`src/rtl/synth_pkg.sv`:
```
// Shared widths, FSM encoding and harmonic weighting for the additive voice.
package synth_pkg;
   localparam int N_HARM      = 4;
   localparam int STEP_INT_W  = 10;
   localparam int STEP_FRAC_W = 10;
   localparam int STEP_W      = STEP_INT_W + STEP_FRAC_W;
   localparam int PHASE_W     = 20;
   localparam int SINE_ADDR_W = 10;
   localparam int SINE_W      = 16;
   localparam int ACC_W       = 18;
   localparam int NOTE_W      = 6;
   localparam int HARM_IDX_W  = 2;
   localparam logic [HARM_IDX_W-1:0] LAST_HARM = HARM_IDX_W'(N_HARM - 1);

   // Harmonic h is attenuated by 2^-h.
   localparam int WEIGHT_SHIFT [N_HARM] = '{0, 1, 2, 3};

   typedef enum logic [2:0] {
      IDLE,
      LOAD_ADDR,
      LOAD_WAIT,
      RUN,
      DONE
   } state_t;

   function automatic logic signed [ACC_W-1:0] harm_term(
      input logic signed [SINE_W-1:0] s,
      input logic [HARM_IDX_W-1:0]    h
   );
      logic signed [ACC_W-1:0] ext;
      ext = ACC_W'(s);
      return ext >>> WEIGHT_SHIFT[h];
   endfunction
endpackage

```
`src/rtl/harmonic_phase_bank.sv`:
```
// Per-harmonic step and phase registers; one phase advances per cycle on request.
module harmonic_phase_bank
   import synth_pkg::*;
(
   input  logic                                     clk,
   input  logic                                     reset,
   input  logic                                     load,
   input  logic [N_HARM*STEP_W-1:0]                 steps_in,
   input  logic                                     advance,
   input  logic [HARM_IDX_W-1:0]                    harm,
   input  logic                                     clear,
   output logic [N_HARM-1:0][STEP_W-1:0]            step,
   output logic [N_HARM-1:0][SINE_ADDR_W-1:0]       phase_idx
);
   for (genvar gi = 0; gi < N_HARM; gi++) begin : g_harm
      logic [STEP_W-1:0]  step_reg;
      logic [PHASE_W-1:0] phase_reg;

      // Harmonic 0 sits in the most significant word of the ROM line.
      always_ff @(posedge clk) begin
         if (reset) begin
            step_reg  <= '0;
            phase_reg <= '0;
         end else begin
            if (load)
               step_reg <= steps_in[(N_HARM-1-gi)*STEP_W +: STEP_W];
            if (clear)
               phase_reg <= '0;
            else if (advance && harm == HARM_IDX_W'(gi))
               phase_reg <= phase_reg + step_reg;
         end
      end

      assign step[gi]      = step_reg;
      assign phase_idx[gi] = phase_reg[PHASE_W-1 -: SINE_ADDR_W];
   end
endmodule

```
`src/rtl/harmonic_voice.sv`:
```
// Four-harmonic additive voice: note step fetch, sequential sine lookups, weighted sum.
module harmonic_voice
   import synth_pkg::*;
(
   input  logic                     clk,
   input  logic                     reset,
   input  logic [NOTE_W-1:0]        note,
   input  logic                     note_load,
   output logic [NOTE_W-1:0]        rom_addr,
   input  logic [N_HARM*STEP_W-1:0] rom_dout,
   output logic [SINE_ADDR_W-1:0]   sine_addr,
   input  logic [SINE_W-1:0]        sine_dout,
   input  logic                     sample_req,
   output logic [SINE_W-1:0]        sample,
   output logic                     sample_valid,
   output logic                     overrun
);
   state_t state_reg, state_next;

   logic [NOTE_W-1:0]          cur_note_reg, pend_note_reg, rom_addr_reg;
   logic                       load_pend_reg, req_pend_reg, overrun_reg, sample_valid_reg;
   logic [SINE_ADDR_W-1:0]     sine_addr_reg;
   logic [SINE_W-1:0]          sample_reg;
   logic signed [ACC_W-1:0]    acc_reg;
   logic [HARM_IDX_W-1:0]      harm_reg, term_harm;

   logic take_load, take_req, bank_load, bank_clear, advance;
   logic signed [ACC_W-1:0] term, total;
   logic [NOTE_W-1:0] load_note;

   logic [N_HARM-1:0][STEP_W-1:0]      bank_step;
   logic [N_HARM-1:0][SINE_ADDR_W-1:0] bank_phase_idx;

   harmonic_phase_bank u_bank (
      .clk       (clk),
      .reset     (reset),
      .load      (bank_load),
      .steps_in  (rom_dout),
      .advance   (advance),
      .harm      (harm_reg),
      .clear     (bank_clear),
      .step      (bank_step),
      .phase_idx (bank_phase_idx)
   );

   assign load_note = note_load ? note : pend_note_reg;

   always_ff @(posedge clk) begin
      if (reset) state_reg <= IDLE;
      else       state_reg <= state_next;
   end

   always_comb begin
      state_next = state_reg;
      case (state_reg)
         IDLE:      if (take_load) state_next = LOAD_ADDR;
                    else if (take_req) state_next = RUN;
         LOAD_ADDR: state_next = LOAD_WAIT;
         LOAD_WAIT: state_next = IDLE;
         RUN:       if (harm_reg == LAST_HARM) state_next = DONE;
         DONE:      state_next = IDLE;
         default:   state_next = IDLE;
      endcase
   end

   // Sine data arriving now belongs to the harmonic addressed one cycle earlier.
   always_comb begin
      take_load  = 1'b0;
      take_req   = 1'b0;
      bank_load  = 1'b0;
      bank_clear = 1'b0;
      advance    = 1'b0;
      term_harm  = harm_reg - 2'd1;
      term       = harm_term(sine_dout, term_harm);
      if (bank_step[term_harm] == '0) term = '0;
      total      = acc_reg + term;
      case (state_reg)
         IDLE: begin
            take_load = load_pend_reg | note_load;
            take_req  = !take_load && (req_pend_reg | sample_req);
         end
         LOAD_WAIT: begin
            bank_load  = 1'b1;
            bank_clear = (cur_note_reg == '0);
         end
         RUN:     advance = 1'b1;
         default: ;
      endcase
   end

   always_ff @(posedge clk) begin
      if (reset) begin
         cur_note_reg     <= '0;
         pend_note_reg    <= '0;
         rom_addr_reg     <= '0;
         load_pend_reg    <= 1'b0;
         req_pend_reg     <= 1'b0;
         overrun_reg      <= 1'b0;
         sample_valid_reg <= 1'b0;
         sine_addr_reg    <= '0;
         sample_reg       <= '0;
         acc_reg          <= '0;
         harm_reg         <= '0;
      end else begin
         sample_valid_reg <= 1'b0;

         if (take_load) load_pend_reg <= 1'b0;
         else if (note_load) begin
            load_pend_reg <= 1'b1;
            pend_note_reg <= note;
         end

         // A request arriving while one is already queued is lost.
         if (take_req) req_pend_reg <= req_pend_reg & sample_req;
         else if (sample_req) begin
            if (req_pend_reg) overrun_reg <= 1'b1;
            req_pend_reg <= 1'b1;
         end

         if (take_load) begin
            rom_addr_reg <= load_note;
            cur_note_reg <= load_note;
         end

         if (take_req) begin
            sine_addr_reg <= bank_phase_idx[0];
            acc_reg       <= '0;
            harm_reg      <= '0;
         end

         if (state_reg == RUN) begin
            harm_reg <= harm_reg + 2'd1;
            if (harm_reg != LAST_HARM) sine_addr_reg <= bank_phase_idx[harm_reg + 2'd1];
            if (harm_reg != '0) acc_reg <= total;
         end

         if (state_reg == DONE) begin
            sample_reg       <= (cur_note_reg == '0) ? '0 : SINE_W'(total >>> 1);
            sample_valid_reg <= 1'b1;
         end
      end
   end

   assign rom_addr     = rom_addr_reg;
   assign sine_addr    = sine_addr_reg;
   assign sample       = sample_reg;
   assign sample_valid = sample_valid_reg;
   assign overrun      = overrun_reg;
endmodule

```
`config.mk`:
```
export PLATFORM = sky130hd
export DESIGN_NAME = harmonic_voice
export DESIGN_NICKNAME = d
export VERILOG_FILES = /design/src/rtl/synth_pkg.sv /design/src/rtl/harmonic_phase_bank.sv /design/src/rtl/harmonic_voice.sv
export SDC_FILE = /design/constraint.sdc
export NUM_CORES = 1
export LEC_CHECK = 0
export CAP_MARGIN = 25
export CORE_UTILIZATION = 52
export CTS_CLUSTER_DIAMETER = 120
export CTS_CLUSTER_SIZE = 10
export DETAILED_ROUTE_END_ITERATION = 8
export PLACE_DENSITY = 0.87
export SKIP_LAST_GASP = 1
export SLEW_MARGIN = 15
export SYNTH_ARGS = -nofsm -noshare
export SYNTH_HDL_FRONTEND = slang
export SYNTH_SLANG_ARGS = --single-unit
```
`constraint.sdc`:
```
create_clock -name clk -period 4.2 [get_ports clk]
set_input_delay 0.84 -clock clk [delete_from_list [all_inputs] [get_ports clk]]
set_output_delay 0.84 -clock clk [all_outputs]
set_load 0.02 [all_outputs]
```
==> results.cfg <==
[grt]
antenna_found_initial = 0
grt_remaining_overflow = 0
grt_pass1_wl_um = 57610
grt_use_total = 0.2691
grt_pass1_vias = 11760
grt_max_degree = 69

[worst_hold_path]
hold_end = u_bank.g_harm[2].phase_reg[3]$_SDFFE_PP0P_
hold_path_class = flip-flop to flip-flop
worst_hold_path.num_cells = 2
worstHoldStart = u_bank.g_harm[2].phase_reg[3]$_SDFFE_PP0P_

[route]
ant_nets = 0
drt_pass1_iterations = 5
drc = 0
drtIter0Drc = 776
drt_wl_total_um = 35960
vias = 12490
routedWlPerCell_um = 17.32
avgViaCountPerCell = 6.015

[cells_and_area]
syn2layout_area_growth_pct = 18.29
drive_gt1_frac = 0.05137
fin_cells = 2076
antenna_cells = 0
design_area_um2 = 15550
nets = 1959

[clock_network]
post-cts-setup-buffers = 0
cts_max_level = 1
clk_latency_ns = 0.53
cts_tree = yes
cts_root_buffer = clkbuf_16
numCtsBuffers = 26
cts_resized = 0
cts_buffer_depth = 3
hold_buffers = 0
cts.clk_slew.worst_paths_ns = 0.06
cts.sinks = 224

[floorplanning]
core_um2 = 24530
num_rows = 57
die-area_um2 = 25920
die_h_um = 161
initial_core_util = 0.5359
die_w_um = 161
num_io_pins = 140

[critical_path]
cp.arrival_ns = 4.42
reg2reg_to = acc_reg[16]$_SDFF_PP0_
cp-end-kind = flip-flop
crit_type = flip-flop to flip-flop
cp_max_fo = 7
rrSetupSlack_ns = 0.16
r2r_start = u_bank.g_harm[0].step_reg[0]$_SDFFE_PP0N_
cp.required_ns = 4.58
start_kind = flip-flop
startpoint = u_bank.g_harm[0].step_reg[0]$_SDFFE_PP0N_
rr_worst_depth = 15

[synthesis]
synthesis.nets = 1851
yosysUniqueCellTypes = 70
synth_edf_count = 0
syn_area_um2 = 13150
yosysTopAreaCell = dfxtp_1
async_reset_ff_frac = 0
yosys-top-cells-area = dfxtp_1, ha_1, a21oi_1
yosysSeqAreaShare = 0.3411
ys_warn_count = 0
synth_top_area_frac = 0.3411
synth_ff_type = dfxtp_1
ys_ff_latch = 224
synthCells = 1644
avgSynthCellArea_um2 = 7.997

[place]
dp_hpwl_um = 25670
gp_congestion = 0.9329
placedInstanceArea_um2 = 14800
place_inst = 2047
port_buffers = 139

[pwr]
power_density_nw_per_um2 = 359.4
p_leak_nw = 6.300
ir_worst_vdd_mv = 0.2955

[timing]
tightest_slew_ns = 0.9574
finalSetupViolCount = 0
rsz0062_at_grt = yes
timing.final.hold_violations = 0
finalCritPeriodShare = 0.9622
fin_hold_ws_ns = 0.4590
fmax_ghz = 0.2475
drv_slew = 0
skew_ns = 0.01467
slew_headroom = 0.3602
setup_tns_ns = 0
min_period_ns = 4.041

[run]
max_cap_violations = 0

[outcome]
outcome = completed
-- worst max-delay path: stages, from the launching register on --
cell       delay, ns
dfxtp_1         0.32
or4_1           0.59
or3_1           0.34
o211a_2         0.35
nor2_1          0.14
a21oi_1         0.06
ha_1            0.22
fa_1            0.42
a211oi_2        0.27
o21ai_1         0.13
a21o_1          0.19
a2bb2oi_1       0.17
a41oi_2         0.26
xnor2_2         0.13
o2111ai_2       0.22
o41ai_2         0.10
-- layout make-up --
type	count	area, µm²
fill	2091	8982
multi-input combinational	1300	8275
sequential	224	4486
timing repair buffer	161	1554
clock buffer	27	675.6
tap	324	405.4
inverter	39	146.4
clock inverter	1	8.758
-- layer usage --
| metal | GRT usage | up-vias | wire, µm |
|---|---|---|---|
| met5 | 0 | - | 0 |
| met4 | 0.1085 | 0 | 1395 |
| met3 | 0.03544 | 101 | 2503 |
| met2 | 0.4536 | 434 | 16880 |
| met1 | 0.3475 | 5831 | 15190 |
| li1 | - | 6122 | - |
-- synthesized netlist by cell type, types with 10 or more instances --
| cell | number |
|---|---|
| a31oi_1 | 21 |
| dfxtp_1 | 224 |
| or3_1 | 10 |
| mux4_2 | 10 |
| nor2b_1 | 17 |
| nand3_1 | 53 |
| o21a_1 | 19 |
| nor2_1 | 128 |
| inv_1 | 37 |
| clkbuf_1 | 63 |
| nand2_1 | 277 |
| or4_1 | 13 |
| o21ai_0 | 50 |
| nor4_1 | 16 |
| xnor2_1 | 42 |
| nand2b_1 | 13 |
| a211oi_1 | 34 |
| and3_1 | 10 |
| buf_1 | 14 |
| nand4_1 | 13 |
| mux2i_1 | 42 |
| ha_1 | 96 |
| and2_1 | 10 |
| nor3_1 | 25 |
| a21oi_1 | 222 |
| a21o_1 | 36 |
| xor2_1 | 17 |
| o21bai_1 | 13 |
-- metrics by stage --
stage	util	total power, mW	setup slack (ns)
2_1_floorplan	-	3.200	0.1818
3_3_place_gp	0.6033	3.603	0.1569
3_5_place_dp	0.6033	3.637	0.1124
4_1_cts	0.6312	5.578	0.09345
5_1_grt	0.6339	5.832	-0.03631
6_report	0.6339	5.589	0.1588
-- placed cells by master (no fill, tap or decap), types with 13 or more instances in the layout --
cell	synthesis	routed
nand2_1	277	276
xor2_1	17	17
a31oi_1	21	19
nand3_1	53	53
xnor2_1	42	41
o21a_1	19	19
clkdlybuf4s50_1	0	138
or4_1	13	13
nand2b_1	13	13
o21bai_1	13	13
nor2b_1	17	17
nor3_1	25	25
inv_1	37	37
mux2i_1	42	42
buf_4	0	23
o21ai_0	50	50
a211oi_1	34	33
a21o_1	36	36
nor2_1	128	128
ha_1	96	96
dfxtp_1	224	223
clkbuf_16	0	27
nand4_1	13	13
a21oi_1	222	221
-- worst max path at each step --
stage | endpoint | slack, ns | cells past startpoint
after floorplan | acc_reg[16]$_SDFF_PP0_ | 0.18 | 18
after global placement | acc_reg[16]$_SDFF_PP0_ | 0.16 | 16
after detailed placement | acc_reg[16]$_SDFF_PP0_ | 0.11 | 18
after CTS | acc_reg[16]$_SDFF_PP0_ | 0.09 | 18
after global routing | acc_reg[14]$_SDFF_PP0_ | -0.04 | 16
final | acc_reg[16]$_SDFF_PP0_ | 0.16 | 15
-- report_power, final --
part / internal, mW / switching [mW] / leakage, nW
Combinational: 0.519 / 0.773 / 4.15
Sequential: 2.24 / 0.106 / 1.82
Clock: 1.12 / 0.832 / 0.337
-- logic make-up (layout without fill, tap and decap cells) --
group | count (synthesis) | after routing | synth area share
XOR/XNOR | 59 | 59 | 0.03931
AND/OR/NAND/NOR | 607 | 607 | 0.2085
multiplexers | 54 | 54 | 0.05082
buffers and inverters | 120 | 228 | 0.03464
flip-flops | 224 | 224 | 0.3411
adder cells (fa/ha/maj) | 101 | 101 | 0.09898
AO/OA/AOI/OAI | 479 | 479 | 0.2266
Note: power is estimated with default switching activity, not from simulation.
